**src/rtl/reg_scoreboard.sv**
```systemverilog
// Register write scoreboard: one 2-bit pending-write counter per register
// x1..x31. It stalls ID on RAW hazards and on counter exhaustion, and it
// flags protocol violations (underflow/overflow) in a sticky error bit.
module reg_scoreboard (
  input  logic       clk,
  input  logic       reset,
  input  logic       issue_valid,
  input  logic       issue_reg_write,
  input  logic [4:0] issue_rd,
  input  logic [4:0] rs1_id,
  input  logic [4:0] rs2_id,
  input  logic       wb_valid,
  input  logic [4:0] wb_rd,
  input  logic       kill_valid,
  input  logic [4:0] kill_rd,
  output logic       is_stall,
  output logic       pending_any,
  output logic       sb_error
);

  // Registered counters (stage 1) and their combinational next values (stage 0).
  // Entry 0 is held at zero so x0 reads as "never pending".
  logic [1:0] cnt_p1 [32];
  logic [1:0] nxt_p0 [32];
  logic [1:0] eff_p0 [32];
  logic       accept_p0;
  logic       err_set_p0;
  logic       any_next_p0;

  // Clamp a net count into 0..3; bit 2 of the result flags that clamping occurred.
  function automatic logic [2:0] sat_cnt(input logic signed [3:0] v);
    if (v < 4'sd0)      return {1'b1, 2'd0};
    else if (v > 4'sd3) return {1'b1, 2'd3};
    else                return {1'b0, v[1:0]};
  endfunction

  // ---- stage 0: combinational hazard view and next-count computation ----

  // Effective count seen by ID: a same-cycle writeback is already visible.
  always_comb begin
    for (int r = 0; r < 32; r++) begin
      eff_p0[r] = cnt_p1[r];
      if (r != 0 && wb_valid && wb_rd == 5'(r) && cnt_p1[r] != 2'd0)
        eff_p0[r] = cnt_p1[r] - 2'd1;
    end
  end

  // Stall on a pending source operand or when the destination counter is full.
  assign is_stall = (rs1_id != 5'd0 && eff_p0[rs1_id] != 2'd0) ||
                    (rs2_id != 5'd0 && eff_p0[rs2_id] != 2'd0) ||
                    (issue_valid && issue_reg_write && issue_rd != 5'd0 &&
                     eff_p0[issue_rd] == 2'd3);

  assign accept_p0 = issue_valid && issue_reg_write && issue_rd != 5'd0 && !is_stall;

  // Net increment/decrement per register, saturated, with error collection.
  always_comb begin : next_count
    logic              inc;
    logic              dec_wb;
    logic              dec_kill;
    logic signed [3:0] sum;
    logic [2:0]        sat;
    err_set_p0  = 1'b0;
    any_next_p0 = 1'b0;
    inc         = 1'b0;
    dec_wb      = 1'b0;
    dec_kill    = 1'b0;
    sum         = '0;
    sat         = '0;
    for (int r = 0; r < 32; r++) begin
      nxt_p0[r] = 2'd0;
      if (r != 0) begin
        inc      = accept_p0 && issue_rd == 5'(r);
        dec_wb   = wb_valid && wb_rd == 5'(r);
        dec_kill = kill_valid && kill_rd == 5'(r);
        sum      = $signed({2'b00, cnt_p1[r]}) + $signed({3'b000, inc})
                 - $signed({3'b000, dec_wb}) - $signed({3'b000, dec_kill});
        sat         = sat_cnt(sum);
        nxt_p0[r]   = sat[1:0];
        err_set_p0  = err_set_p0 | sat[2];
        any_next_p0 = any_next_p0 | (sat[1:0] != 2'd0);
      end
    end
  end

  // ---- stage 1: counter state, pending summary and sticky error ----

  // Counters and flags; reset discards all outstanding writes immediately.
  always_ff @(posedge clk or posedge reset) begin
    if (reset) begin
      for (int r = 0; r < 32; r++) cnt_p1[r] <= 2'd0;
      pending_any <= 1'b0;
      sb_error    <= 1'b0;
    end else begin
      for (int r = 0; r < 32; r++) cnt_p1[r] <= nxt_p0[r];
      pending_any <= any_next_p0;
      sb_error    <= sb_error | err_set_p0;
    end
  end

endmodule
```
**config.mk**
```make
export PLATFORM = sky130hd
export DESIGN_NAME = reg_scoreboard
export DESIGN_NICKNAME = d
export VERILOG_FILES = /design/src/rtl/reg_scoreboard.sv
export SDC_FILE = /design/constraint.sdc
export NUM_CORES = 1
export LEC_CHECK = 0
export BUFFER_PORTS_ARGS = -buffer_cell sky130_fd_sc_hd__buf_2
export CORE_ASPECT_RATIO = 1.5
export CORE_MARGIN = 2
export CORE_UTILIZATION = 55
export DETAILED_ROUTE_END_ITERATION = 10
export PLACE_DENSITY_LB_ADDON = 0.08
export SLEW_MARGIN = 15
export SYNTH_ARGS = -nofsm -noshare
export SYNTH_HDL_FRONTEND = slang
export SYNTH_SLANG_ARGS = --single-unit
export TNS_END_PERCENT = 30
```
**constraint.sdc**
```tcl
create_clock -name clk -period 12.27 [get_ports clk]
set_input_delay 1.8405 -clock clk [delete_from_list [all_inputs] [get_ports clk]]
set_output_delay 1.8405 -clock clk [all_outputs]
set_load 0.005 [all_outputs]
```
==> results of run 1 <==
## stage by stage
stage,util,worst slack [ns]
2_1_floorplan,-,6.20
3_3_place_gp,0.573,4.93
3_5_place_dp,0.573,4.81
4_1_cts,0.588,5.17
5_1_grt,0.588,4.89
6_report,0.588,4.96
## placed cells by master (no fill, tap or decap), types with 15 or more instances in the layout
cell,n
nor4_1,53
nor2_1,158
nand2_1,56
ha_1,186
nand3_1,22
o311ai_0,15
buf_2,33
fa_1,62
a311oi_1,16
nor3_1,44
or3_1,22
dfrtp_1,64
inv_1,222
## where the power goes
part	internal (mW)	total, mW	switching (mW)
Combinational	0.236	0.689	0.452
Sequential	0.272	0.345	0.0735
Clock	0.137	0.247	0.110
Total	0.645	1.28	0.636
## cells by family after synthesis
logic type,after synthesis
adder cells (fa/ha/maj),248
buffers and inverters,266
AND/OR/NAND/NOR,442
AO/OA/AOI/OAI,133
flip-flops,64
XOR/XNOR,2
multiplexers,13
## layer usage
metal  GRT usage  up-vias  routed length [µm]
li1            -     3976                   -
met1       0.428     4204               11900
met5           0        -                   0
met2       0.596      452               15600
met3      0.0617      126                2710
met4       0.215        0                2390
## worst min path at each step
stage	from	to	depth (start not counted)
after floorplan	sb_error	sb_error	3
after global placement	cnt_p1[7]	cnt_p1[7]	1
after detailed placement	cnt_p1[7]	cnt_p1[7]	1
after CTS	cnt_p1[7]	cnt_p1[7]	1
after global routing	cnt_p1[7]	cnt_p1[7]	1
final	cnt_p1[7]	cnt_p1[7]	1
## sequential cells by signal, indices dropped and copies added (netlist names)
register,count
pending_any,1
sb_error,1
cnt_p1,62
## critical path: cells and delay by family
| family | cells | cell delay [ns] |
|---|---|---|
| AOI/OAI and AO/OA | 3 | 0.83 |
| buffers and inverters | 3 | 0.63 |
| and+or+nand+nor | 5 | 2.14 |
## cell type report
cell class                 instances  share of cell area
timing repair buffer              36              0.0185
inverter                         223              0.0824
clock buffer                      11              0.0229
multi-input combinational        838               0.689
tap                              213              0.0262
clock inverter                     5             0.00333
sequential                        64               0.158
==> impl_metrics.toml, run 1 <==
[drt]
firstDrtPassIters = 6
wl_per_cell_um = 23.4
initialDrtViolationCount = 936
vias = 8758
totalWireLength_um = 32600
viasPerCell = 6.30
ant_nets = 0
route.detailed.drc = 0

[floorplan]
rows = 59
dieWidth_um = 112
die_area_um2 = 18600
core_um2 = 17300
die_y_um = 166
initial_utilization = 0.558
ios = 34

[flow_run]
drv_cap = 0

[final_layout]
final_area_um2 = 10200
stdcell_count = 1390
final_nets = 1451
syn2layout_area_growth_pct = 5.33
nFillCells = 1627
multi_input_area_um2 = 7000
drive_above_1_share = 0.0620
antenna_cells = 0
seq_area_um2 = 1600

[yosys]
synth_fp_nets = 1447
syn_area_um2 = 9640
yosysTopAreaCell = "ha_1"
synthFlopType = "dfrtp_1"
synth_area_leaders = "ha_1, dfrtp_1, fa_1"
ys_warn_count = 0
yosys.area_share.simple = 0.234
synth.most_common_cell = "inv_1"
synth.ff_latch_count = 64
yosys-mux-area-fraction = 0.0136
ys_types = 74
ys_seq_area_frac = 0.166
netlist_top_cells_count = "inv_1, ha_1, nor2_1"
synth-edff-count = 0
synth_top_family_by_area = "adder cells"
synth-adder-area-share = 0.370
synthArstFlopShare = 1.00
syn_area_per_cell_um2 = 8.26
synthXorXnorAreaFrac = 0.00182
synth_compound_area_frac = 0.107
yosys.area.top_type_share = 0.241
synthCells = 1168

[worst_setup_path]
r2r-start = "cnt_p1[23]"
worstReg2RegEnd = "pending_any"
path_cells = "buf_2, nand2b_1, or3_1, o311ai_0, nand2_1, nor4_1, nor3_1, o22ai_2, buf_4, a21o_1, buf_2"
critPathMaxStageDelay_ns = 0.72
crit_path_frequent_cell = "buf_2"
reg2reg_depth = 17
r2r_slack_ns = 6.59
critPathLaunchType = "input pin"
cp.required_ns = 10.43
path_class = "in -> out"
cp_slowest_cell = "nand2b_1"
cp-startpoint = "wb_rd[2]"
endpoint_kind = "output port"
arrival_ns = 5.47
endpoint = "is_stall"
path_max_fanout = 25

[pwr]
leakage_nw = 4.73
power_density_nw_per_um2 = 126
power_mw = 1.28
ir_drop_mv = 0.0689

[cts]
htreeDepth = 3
clk_pin_slew_worst_paths_ns = 0.06
cts_resized = 0
tritoncts = "built"
cts_made_buffers = 9
clock_latency_ns = 0.35
postCtsSetupRepairBufs = 0
ctsHoldBuffers = 0
max-clock-path-buffers = 2
root_buffer = "clkbuf_16"
clock_sink_count = 64

[sta]
max_freq_mhz = 137
tns_ns = 0
worstMarginPinSlew_ns = 1.23
rsz0062_at_grt = "false"
skew_ns = 0.00585
hold_ws_ns = 0.619
final_max_slew_viol_count = 0
setup_violations = 0
finalCritPeriodShare = 0.596
maxSlewHeadroom = 0.177
fin_crit_ns = 7.31
hold_viol = 0

[status]
status = "finished clean"

[placement]
gp_congestion = 1.03
placed_cells = 1374
hpwl_um = 26600
port_buffers = 33
placed_cell_area_um2 = 9890

[grt]
grt_usage = 0.357
grt_overflow = 0
grt_pass1_wl_um = 50300
antenna_found_initial = 0
grt_pass1_vias = 8778
grt_max_degree = 65

[hold_path]
hp-class = "reg -> reg"
No activity file was read; power rests on OpenSTA's default activity.
==> inputs of run 2 (changes only) <==
- ABC_AREA: unset -> 1
- clock period: 12.27 -> 6 ns (I/O delays scaled with it)
==> impl_metrics.toml, run 2 <==
[worst_setup_path]
cp_slowest_cell = "nor4_1"
arrival_ns = 5.40
critPathMaxStageDelay_ns = 0.53
r2r-start = "cnt_p1[33]"
r2r_slack_ns = 1.54
path_max_fanout = 23
critPathBufInv = 5
crit_family = "simple AND/OR/NAND/NOR gates"
cp.required_ns = 6.23
cp_num_cells = 28
crit_path_frequent_cell = "nand2_1"
endpoint_kind = "flip-flop"
reg2reg_depth = 27
path_class = "in -> reg"
worstReg2RegEnd = "pending_any"
critPathLaunchType = "input pin"

[yosys]
synthCells = 1525
ys_warn_count = 0
ys_seq_area_frac = 0.156
synthArstFlopShare = 1.00
netlist_top_cells_count = "nand2_1, inv_1, nor2_1"
synth.ff_latch_count = 64
synthFlopType = "dfrtp_1"
synth_area_leaders = "ha_1, dfrtp_1, nand2_1"
synth_fp_nets = 1804
synth.most_common_cell = "nand2_1"
yosysTopAreaCell = "ha_1"
syn_area_um2 = 10300
yosys.area.top_type_share = 0.227
ys_types = 27
syn_area_per_cell_um2 = 6.72
synth-edff-count = 0

[grt]
grt_usage = 0.386
grt_overflow = 0
antenna_found_initial = 2
grt_max_degree = 65
grt_pass1_vias = 9871
grt_pass1_wl_um = 55100

[drt]
vias = 10000
routed-wl-met3_um = 2690
firstDrtPassIters = 6
ant_nets = 0
viasPerCell = 5.48
initialDrtViolationCount = 757
wl_met1_um = 13200
route.detailed.drc = 0
wl_per_cell_um = 20.0
highest_layer = "met4"
totalWireLength_um = 36400
wl_met2_um = 17600

[sta]
finalCritPeriodShare = 0.861
worstMarginPinSlew_ns = 0.986
tns_ns = 0
setup_violations = 0
skew_ns = 0.00829
final_max_slew_viol_count = 0
rsz0062_at_grt = "false"
fin_crit_ns = 5.17
max_freq_mhz = 194
hold_viol = 0
maxSlewHeadroom = 0.343

[floorplan]
dieWidth_um = 115
die_y_um = 171
core_um2 = 18400
initial_utilization = 0.557
ios = 34
die_area_um2 = 19800
rows = 61

[pwr]
ir_drop_mv = 0.170
power_density_nw_per_um2 = 245
power_mw = 2.72
leakage_nw = 6.17

[placement]
hpwl_um = 29500
placed_cell_area_um2 = 10800
placed_cells = 1809
gp_congestion = 1.07
port_buffers = 33

[hold_path]
holdPathEnd = "sb_error"
min_delay_path_depth = 2
min_from = "sb_error"
hp-class = "reg -> reg"

[cts]
clock_sink_count = 64
clk_pin_slew_worst_paths_ns = 0.06
max-clock-path-buffers = 2
clock_latency_ns = 0.37
root_buffer = "clkbuf_16"
postCtsSetupRepairBufs = 0
tritoncts = "built"
htreeDepth = 3
ctsHoldBuffers = 0
cts_made_buffers = 9
cts_resized = 0

[final_layout]
final_nets = 1847
drive_above_1_share = 0.0567
stdcell_count = 1824
top_regs = "cnt_p1 (62), pending_any (1), sb_error (1)"
syn2layout_area_growth_pct = 8.31
largest_register_ffs = 62
final_common_cell = "nand2_1"
top_register = "cnt_p1"
final_area_um2 = 11100
final_cell_mix = "nand2_1, inv_1, nor2_1"

[flow_run]
drv_cap = 0

[status]
status = "finished clean"
==> run 2: cell types whose count changed after synthesis, moves of 16 or more <==
cell      previous run  this run
nor2_1             158       224
nor4_1              53        17
a311oi_1            16         0
or3_1               22         0
nand4_1             14        78
inv_1              223       328
nand2_1             56       337
nor3_1              44         4
nand3_1             22       154
==> run 2: area by class of cell <==
cell class              count  area [µm²]
diodes                      1        2.50
fillers                  1794        7290
inverters                 332        1250
flip-flops and latches     64        1600
multi-input cells        1099        7270
clock inverters             1        5.00
repair buffers             62         408
well taps                 252         315
clock buffers              13         250
==> run 2: through the flow <==
stage	hold slack, ns	util	setup WS [ns]
2_1_floorplan	0.486	-	2.07
3_3_place_gp	0.493	0.590	0.563
3_5_place_dp	0.493	0.590	0.538
4_1_cts	0.508	0.603	0.904
5_1_grt	0.567	0.603	0.480
6_report	0.512	0.604	0.833
==> run 2: worst max-delay path by stage <==
stage | startpoint | end | slack (ns)
floorplan | wb_rd[4] | pending_any | 2.07
global placement | wb_rd[2] | pending_any | 0.56
detailed placement | wb_rd[2] | pending_any | 0.54
CTS | wb_rd[2] | pending_any | 0.90
global route | wb_rd[2] | pending_any | 0.48
finish | wb_rd[1] | pending_any | 0.83
==> run 2: cells by family after synthesis <==
| kind of cell | count (synthesis) | share of synthesized area |
|---|---|---|
| and+or+nand+nor | 828 | 0.349 |
| buffers and inverters | 362 | 0.134 |
| adders and majority gates | 248 | 0.348 |
| AOI/OAI and AO/OA | 23 | 0.0125 |
| DFF | 64 | 0.156 |
==> run 2: worst register-to-register path: stages (launching register included) <==
cell     delay, ns
dfrtp_1       0.37
inv_1         0.10
ha_1          0.19
inv_1         0.09
nand3_1       0.09
nand2_1       0.09
nand2_1       0.12
nand2_1       0.10
nand2_1       0.05
nor2_1        0.15
nand3_1       0.10
nand2_1       0.13
nand3_1       0.10
nor2_1        0.09
nor2_1        0.07
nand4_1       0.17
buf_12        0.21
nor2_1        0.08
ha_1          0.23
ha_1          0.21
ha_1          0.19
nor2_1        0.10
nor2_1        0.06
nor4_1        0.53
nand4_1       0.24
buf_4         0.20
nor4_1        0.17
nand3_1       0.09
==> run 2: metal layers <==
layer,vias to the layer above,track usage
met5,-,0
met4,0,0.255
met3,130,0.0603
met2,413,0.651
met1,4655,0.448
li1,4803,-
==> run 2: report_power, final <==
part	switching [mW]	internal, mW
Sequential	0.0888	0.556
Combinational	1.08	0.485
Clock	0.228	0.287
Total	1.39	1.33
